**config.mk**
```make
export PLATFORM = sky130hd
export DESIGN_NAME = pipe_stage_reg
export DESIGN_NICKNAME = d
export VERILOG_FILES = /design/src/rtl/pipe_pkg.sv /design/src/rtl/pipe_stage_reg_slot.sv /design/src/rtl/pipe_stage_reg.sv
export SDC_FILE = /design/constraint.sdc
export NUM_CORES = 1
export LEC_CHECK = 0
export ABC_CLOCK_PERIOD_IN_PS = 2100
export CAP_MARGIN = 15
export CORE_UTILIZATION = 41
export CTS_BUF_LIST = sky130_fd_sc_hd__clkbuf_4 sky130_fd_sc_hd__clkbuf_8 sky130_fd_sc_hd__clkbuf_16
export CTS_CLUSTER_DIAMETER = 30
export DETAILED_ROUTE_END_ITERATION = 10
export GPL_ROUTABILITY_DRIVEN = 0
export PLACE_DENSITY_LB_ADDON = 0.2
export SLEW_MARGIN = 20
export SYNTH_ARGS = -nofsm -noshare
export SYNTH_HDL_FRONTEND = slang
export SYNTH_SLANG_ARGS = --single-unit
```
**constraint.sdc**
```tcl
create_clock -name clk -period 2.1 [get_ports clk]
set_input_delay 0.315 -clock clk [delete_from_list [all_inputs] [get_ports clk]]
set_output_delay 0.315 -clock clk [all_outputs]
set_load 0.02 [all_outputs]
```
**src/rtl/pipe_pkg.sv**
```systemverilog
// Shared types and bubble encodings for the generic pipeline stage register.
package pipe_pkg;

   typedef enum logic [1:0] {
      ST_EMPTY = 2'd0,
      ST_ONE   = 2'd1,
      ST_TWO   = 2'd2
   } pipe_state_e;

   // Field encodings of an architectural no-op as seen by the EX stage.
   localparam logic [7:0]  EXE_NOP_OP   = 8'h00;
   localparam logic [2:0]  EXE_RES_NOP  = 3'b000;
   localparam logic [4:0]  NOPRegAddr   = 5'b00000;
   localparam logic        WriteDisable = 1'b0;
   localparam logic [31:0] ZeroWord     = 32'h0000_0000;

   localparam int unsigned IF_ID_W = 64;
   localparam logic [IF_ID_W-1:0] IF_ID_NOP = {ZeroWord, ZeroWord};

   // {aluop, alusel, reg1, reg2, waddr, we}
   localparam int unsigned ID_EX_W = 8 + 3 + 32 + 32 + 5 + 1;
   localparam logic [ID_EX_W-1:0] ID_EX_NOP =
      {EXE_NOP_OP, EXE_RES_NOP, ZeroWord, ZeroWord, NOPRegAddr, WriteDisable};

   // {waddr, we, wdata}
   localparam int unsigned EX_MEM_W = 5 + 1 + 32;
   localparam logic [EX_MEM_W-1:0] EX_MEM_NOP = {NOPRegAddr, WriteDisable, ZeroWord};
   localparam int unsigned MEM_WB_W = EX_MEM_W;
   localparam logic [MEM_WB_W-1:0] MEM_WB_NOP = EX_MEM_NOP;

   function automatic logic [1:0] occ_of(pipe_state_e st);
      unique case (st)
         ST_ONE:  occ_of = 2'd1;
         ST_TWO:  occ_of = 2'd2;
         default: occ_of = 2'd0;
      endcase
   endfunction

endpackage

```
**src/rtl/pipe_stage_reg_slot.sv**
```systemverilog
// One payload slot: data plus valid flag, loadable, clearable back to the bubble value.
module pipe_slot #(
   parameter int unsigned         DATA_W  = 128,
   parameter logic [DATA_W-1:0]   NOP_VAL = '0
) (
   input  logic              clk,
   input  logic              rst,
   input  logic              load,
   input  logic              clear,
   input  logic [DATA_W-1:0] load_data,
   output logic              valid,
   output logic [DATA_W-1:0] data
);

   logic              valid_q;
   logic [DATA_W-1:0] data_q;

   // Clear wins over load so a flush always leaves a clean bubble.
   always_ff @(posedge clk or negedge rst) begin
      if (!rst) begin
         valid_q <= 1'b0;
         data_q  <= NOP_VAL;
      end else if (clear) begin
         valid_q <= 1'b0;
         data_q  <= NOP_VAL;
      end else if (load) begin
         valid_q <= 1'b1;
         data_q  <= load_data;
      end
   end

   assign valid = valid_q;
   assign data  = data_q;

endmodule

```
**src/rtl/pipe_stage_reg.sv**
```systemverilog
// Generic valid/ready pipeline stage register with flush-to-NOP.
// Define PIPE_STAGE_SKID_EN for the 2-entry skid variant with a registered in_ready.
module pipe_stage_reg
   import pipe_pkg::*;
#(
   parameter int unsigned       DATA_W  = 128,
   parameter logic [DATA_W-1:0] NOP_VAL = {DATA_W{1'b0}}
) (
   input  logic              clk,
   input  logic              rst,
   input  logic              flush_i,
   input  logic              in_valid,
   output logic              in_ready,
   input  logic [DATA_W-1:0] in_data,
   output logic              out_valid,
   input  logic              out_ready,
   output logic [DATA_W-1:0] out_data,
   output logic [1:0]        occupancy
);

   pipe_state_e state_q, state_d;

   logic              in_fire, out_fire;
   logic              main_load, main_clear;
   logic [DATA_W-1:0] main_din;
   logic              main_valid;

`ifdef PIPE_STAGE_SKID_EN
   logic              skid_load, skid_clear;
   logic              skid_valid;
   logic [DATA_W-1:0] skid_data;

   // skid_valid is a flop output and is high exactly in ST_TWO.
   assign in_ready  = ~skid_valid;
   assign occupancy = occ_of(state_q);
`else
   assign in_ready  = ~main_valid | out_ready;
   assign occupancy = {1'b0, main_valid};
`endif

   assign in_fire  = in_valid & in_ready;
   assign out_fire = out_valid & out_ready;

   always_comb begin
      state_d    = state_q;
      main_load  = 1'b0;
      main_clear = 1'b0;
      main_din   = in_data;
`ifdef PIPE_STAGE_SKID_EN
      skid_load  = 1'b0;
      skid_clear = 1'b0;
`endif
      if (flush_i) begin
         state_d    = ST_EMPTY;
         main_clear = 1'b1;
`ifdef PIPE_STAGE_SKID_EN
         skid_clear = 1'b1;
`endif
      end else begin
         case (state_q)
            ST_EMPTY: begin
               if (in_fire) begin
                  state_d   = ST_ONE;
                  main_load = 1'b1;
               end
            end
            ST_ONE: begin
               if (in_fire && out_fire) begin
                  main_load = 1'b1;
`ifdef PIPE_STAGE_SKID_EN
               end else if (in_fire) begin
                  state_d   = ST_TWO;
                  skid_load = 1'b1;
`endif
               end else if (out_fire) begin
                  state_d    = ST_EMPTY;
                  main_clear = 1'b1;
               end
            end
`ifdef PIPE_STAGE_SKID_EN
            ST_TWO: begin
               if (out_fire) begin
                  state_d    = ST_ONE;
                  main_load  = 1'b1;
                  main_din   = skid_data;
                  skid_clear = 1'b1;
               end
            end
`endif
            default: begin
               state_d    = ST_EMPTY;
               main_clear = 1'b1;
            end
         endcase
      end
   end

   always_ff @(posedge clk or negedge rst) begin
      if (!rst) state_q <= ST_EMPTY;
      else      state_q <= state_d;
   end

   pipe_slot #(
      .DATA_W  (DATA_W),
      .NOP_VAL (NOP_VAL)
   ) u_main (
      .clk       (clk),
      .rst       (rst),
      .load      (main_load),
      .clear     (main_clear),
      .load_data (main_din),
      .valid     (main_valid),
      .data      (out_data)
   );

`ifdef PIPE_STAGE_SKID_EN
   pipe_slot #(
      .DATA_W  (DATA_W),
      .NOP_VAL (NOP_VAL)
   ) u_skid (
      .clk       (clk),
      .rst       (rst),
      .load      (skid_load),
      .clear     (skid_clear),
      .load_data (in_data),
      .valid     (skid_valid),
      .data      (skid_data)
   );
`endif

   assign out_valid = main_valid;

endmodule

```
==> impl_metrics.ini, run 1 <==
[critical_path]
reg2reg_from = u_main.valid
path_delay_family = buffers and inverters
worstSetupStartpointType = flop
cp_slowest_stage_delay_ns = 0.63
cp.buffers_inverters = 1
cp-end-kind = output port
startpoint = u_main.valid
path_class = flop to output port
critPathMaxFanout = 7
cp.arrival_ns = 1.64
cpMaxStageDelayCell = clkdlybuf4s50_1
required_ns = 1.78
crit_chain = nand2b_1, clkdlybuf4s50_1

[sta]
finClkSkew_ns = 0.005610
finalSetupViolCount = 0
rsz0062_at_grt = false
fin_crit_sh_pct = 92.97
hold_viol_final = 0
fin_tns_setup_ns = 0
drv_slew = 0
period_minus_slack_ns = 1.952
fmax_mhz = 512.2

[die]
rows = 38
die_area_mm2 = 0.01189
die_x_um = 109.1
core_area_mm2 = 0.01098
fp.dieH_um = 109.1
start_util_pct = 42.79
num_io_pins = 265

[layout]
finalNetCount = 698
final-instance-count-excl-fill = 718
area_growth_pct = 70.21
final_layout_size_suffix_gt1_share_pct = 7.785
antenna_cells = 0
final_common_cell = clkdlybuf4s50_1
mostFrequentLayoutCells = clkdlybuf4s50_1 (262), dfrtp_1 (130), a22o_1 (128)

[yosys]
synth.distinct_cells = 15
synth-seq-area-share_pct = 69.22
synth.net_count = 435
avgSynthCellArea_um2 = 15.56
yosysTopAreaCell = dfrtp_1
syn-cell-area_mm2 = 0.004700
ys_seq_elements = 130
netlist_instances = 302
yosys-top-cells-area = dfrtp_1 (69%), a22o_1 (24%), buf_6 (3.1%)
ys_warn_count = 0
synth_top_area_share_pct = 69.22

[placement]
port_buffers = 263
dp_cells = 685
hpwl_mm = 9.738

[hold_path]
worstHoldPathType = primary input to asynchronous set/reset pin

[route]
viasPerCell = 5.309
post_drt_wl_per_cell_um = 19.23
drc_errors = 0
num_vias = 3812
drt_iter0_markers = 235
firstDrtPassIters = 4
ant_nets = 0
drt_wl_total_mm = 13.81

[cts]
cts_root_buf = clkbuf_16
insertion_delay_ns = 0.41
clockBufferDepth = 2
h-tree-depth = 4
cts_tree = built
post-cts-setup-buffers = 0
cts_buffers = 17
clkSlewWorstSetupHoldPaths_ns = 0.05
clock-sinks = 130

[pwr]
p_per_area_mw_per_mm2 = 846.7
power.leakage_nw = 3.592
ir_drop_mv = 0.5891

[status]
status = finished clean

[grt]
antenna_found_initial = 0
grt.overflow.total = 0
grt_use_total_pct = 23.85
grt_pass1_vias = 4028
grt_pass1_wl_mm = 20.89
grt_max_degree = 76

[job]
maxCapViolations = 0
## cell families (layout without fill, tap and decap cells)
| group | after synthesis | count (layout) | share of synthesized area [%] |
|---|---|---|---|
| other | 1 | 1 | 0.07980 |
| AOI/OAI and AO/OA | 131 | 131 | 24.25 |
| buffers and inverters | 30 | 306 | 5.085 |
| DFF | 130 | 130 | 69.22 |
| and+or+nand+nor | 9 | 9 | 1.118 |
| muxes | 1 | 1 | 0.2396 |
## metal layers
metal / vias up / share of wire [%] / GRT usage, %
met3: 30 / 9.8 / 9.982
li1: 1686 / - / -
met2: 191 / 50 / 39.04
met4: 0 / 2.8 / 12.16
met5: - / 0 / 0
met1: 1905 / 38 / 26.52
## cell usage after synthesis (all sizes together)
library cell  number
a21oi              3
a22o             128
buf               30
conb               1
dfrtp            130
mux2               1
nand2              2
nand2b             2
nor2               1
nor2b              1
nor3               2
nor3b              1
## final cells by class
type | instances | area (um2)
Sequential cell | 130 | 3253
Fill cell | 776 | 2984
Timing Repair Buffer | 274 | 2778
Multi-Input combinational cell | 142 | 1221
Clock buffer | 28 | 551.8
Tap cell | 140 | 175.2
Clock inverter | 4 | 20.02
## final timing paths
path / slack, ns / depth (start not counted) / to
worst max-delay path: 0.15 / 2 / in_ready
worst min-delay path: 0.25 / 2 / u_main.data[17]
worst max register to register: 0.46 / 4 / u_main.data[87]
worst min register to register: 0.50 / 1 / u_main.data[63]
max in group asynchronous: 1.23 / 3 / u_main.data[116]
min in group clk: 0.50 / 1 / u_main.data[63]
## state kept, by name, indices dropped and copies added, names as in the netlist
register,cells
state_q,1
u_main.data,128
u_main.valid,1
## worst register-to-register path: cells and delay by family (launching register included)
family | cells | cell delay (ns)
flip-flops | 1 | 0.45
AO/OA/AOI/OAI | 2 | 0.45
multiplexers | 1 | 0.36
buffers and inverters | 1 | 0.31
## through the flow
step,area [um2],power [mW],hold WS (ns),utilization [%],setup slack [ns]
after floorplan,4700,3.323,0.01941,-,0.5067
after global placement,7417,4.014,0.1314,67.53,0.1911
after detailed placement,7417,4.042,0.1303,67.53,0.1378
after CTS,7999,6.846,0.2386,72.83,0.1232
after global routing,7999,7.049,0.2443,72.83,0.03488
final,7999,6.773,0.2539,72.83,0.1477
## power by group
group	internal [mW]	switching, mW
Sequential	2.68	0.104
Combinational	0.658	0.560
Clock	1.77	0.999
## what timing repair did
action                     in CTS  in global routing
hold buffers                    1                  0
hold endpoints to repair       66                  0
setup endpoints to repair       0                  0
gates resized for setup         0                  0
No activity file was read; power rests on OpenSTA's default activity.
==> run 2, diff against run 1 <==
==> constraint.sdc (replaced) <==
create_clock -name clk -period 2.1 [get_ports clk]
set_input_delay 0.315 -clock clk [delete_from_list [all_inputs] [get_ports clk]]
set_output_delay 0.315 -clock clk [all_outputs]
set_load 0.01 [all_outputs]
==> run 2 against run 1 <==
  * The run now ends with negative hold slack left
  * First-iteration DRC count is 23% higher
  * Power decreased by 2.7%
  * Maximum frequency is 2.7% lower
  * Hold slack got worse by 0.28 ns
  * Via count fell by 1.5%
  * Cell area is 0.67% lower
  * Non-clock buffer count down 5
  * Routed wire length shrank 2.5%
  * Largest power group unchanged
==> impl_metrics.ini, run 2 (synthesized netlist as in run 1, its figures left out) <==
[critical_path]
cp.buffers_inverters = 1
worstSetupStartpointType = flop
required_ns = 1.78
cp_slowest_stage_delay_ns = 0.61
cpMaxStageDelayCell = clkdlybuf4s50_1
critPathMaxFanout = 7
path_class = flop to output port
crit_chain = nand2b_1, clkdlybuf4s50_1
cp-end-kind = output port
path_delay_family = buffers and inverters
cp.arrival_ns = 1.69

[route]
ant_nets = 0
drt_iter0_markers = 288
drc_errors = 0
post_drt_wl_per_cell_um = 18.93
num_vias = 3753
drt_wl_total_mm = 13.46
viasPerCell = 5.278
firstDrtPassIters = 4

[placement]
dp_cells = 681
port_buffers = 263
dpl_cell_area_mm2 = 0.007387
hpwl_mm = 9.220
pre_cts_slack_ns = 0.08986

[grt]
grt_max_degree = 131
antenna_found_initial = 0
grt_use_total_pct = 22.93
grt_pass1_vias = 3930
grt.overflow.total = 0
grt_pass1_wl_mm = 20.17

[sta]
finalSetupViolCount = 0
drv_slew = 0
rsz0062_at_grt = false
fin_ws_ns = 0.09341
slew_headroom_pct = 53.62
fin_crit_sh_pct = 95.55
hold_ws_ns = -0.02268
tightest_slew_ns = 0.6958
fmax_mhz = 498.4
fin_tns_setup_ns = 0
hold_viol_final = 3
period_minus_slack_ns = 2.007
finClkSkew_ns = 0.005471

[layout]
largest_reg_flops = 128
final_common_cell = clkdlybuf4s50_1
seq_area_mm2 = 0.003253
final_layout_size_suffix_gt1_share_pct = 6.830
final-instance-count-excl-fill = 711
fillCellCount = 784
finalNetCount = 693
area_growth_pct = 69.06
antenna_cells = 0
postLayoutCoreUtil_pct = 72.34
multiInputGateArea_mm2 = 0.001221
postLayoutCellArea_mm2 = 0.007945
mostFrequentLayoutCells = clkdlybuf4s50_1 (262), dfrtp_1 (130), a22o_1 (128)

[pwr]
ir_drop_mv = 0.7146
seqPwrFrac_pct = 42.2
comb_power_share_pct = 16.2
p_total_mw = 6.588
p_switching_mw = 1.493
power.leakage_nw = 3.560
p_per_area_mw_per_mm2 = 829.2
sw_frac_of_total_pct = 22.67
internal-power_mw = 5.095
clockPowerShare_pct = 41.6

[die]
fp.dieH_um = 109.1
rows = 38
start_util_pct = 42.79
die_x_um = 109.1
die_area_mm2 = 0.01189
core_area_mm2 = 0.01098
num_io_pins = 265

[job]
maxCapViolations = 0

[cts]
cts_root_buf = clkbuf_16
clockBufferDepth = 2
insertion_delay_ns = 0.40
ctsResizeCount = 0
clock-sinks = 130
post-cts-setup-buffers = 0
clkSlewWorstSetupHoldPaths_ns = 0.05
h-tree-depth = 4
cts_hold_buf = 0
cts_buffers = 17
cts_tree = built

[status]
status = finished with violations
failed_checks = negative hold slack

[hold_path]
worstHoldPathType = primary input to asynchronous set/reset pin
==> run 2: cell types whose count changed in the layout (fill, tap and decap cells not counted) <==
cell and change:
buf_4 -4, clkbuf_8 -3, clkinv_2 +1, dlygate4sd3_1 -1
bufinv_16 +1, clkbuf_4 -1
==> run 2: routing by layer <==
layer / track usage, % / up-vias / wire (um)
li1: - / 1672 / -
met1: 26.16 / 1878 / 5149
met2: 37.47 / 187 / 6628
met3: 9.803 / 16 / 1459
met4: 9.942 / 0 / 223
met5: 0 / - / 0
==> run 2: power by group through the flow <==
stage	registers [mW]	clock network (mW)	logic, mW
2_1_floorplan	2.89	0	0.301
3_3_place_gp	2.81	0	1.06
3_5_place_dp	2.82	0	1.08
4_1_cts	2.78	2.79	1.08
5_1_grt	2.80	2.91	1.14
6_report	2.78	2.74	1.07
==> run 2: layout make-up <==
type	instances	area share, %
repair buffers	269	34.46
well taps	140	2.205
clock buffers	24	6.331
flip-flops and latches	130	40.94
clock inverters	6	0.6929
multi-input cells	142	15.37
==> run 2: worst paths after layout <==
kind | startpoint | endpoint | slack (ns) | cells past startpoint
worst min register to register | u_main.data[93] | u_main.data[93] | 0.50 | 1
max in group asynchronous | rst | u_main.data[120] | 1.57 | 2
worst max register to register | u_main.valid | u_main.data[119] | 0.44 | 4
worst max-delay path | u_main.valid | in_ready | 0.09 | 2
min in group clk | u_main.data[93] | u_main.data[93] | 0.50 | 1
worst min-delay path | rst | u_main.data[17] | -0.02 | 2
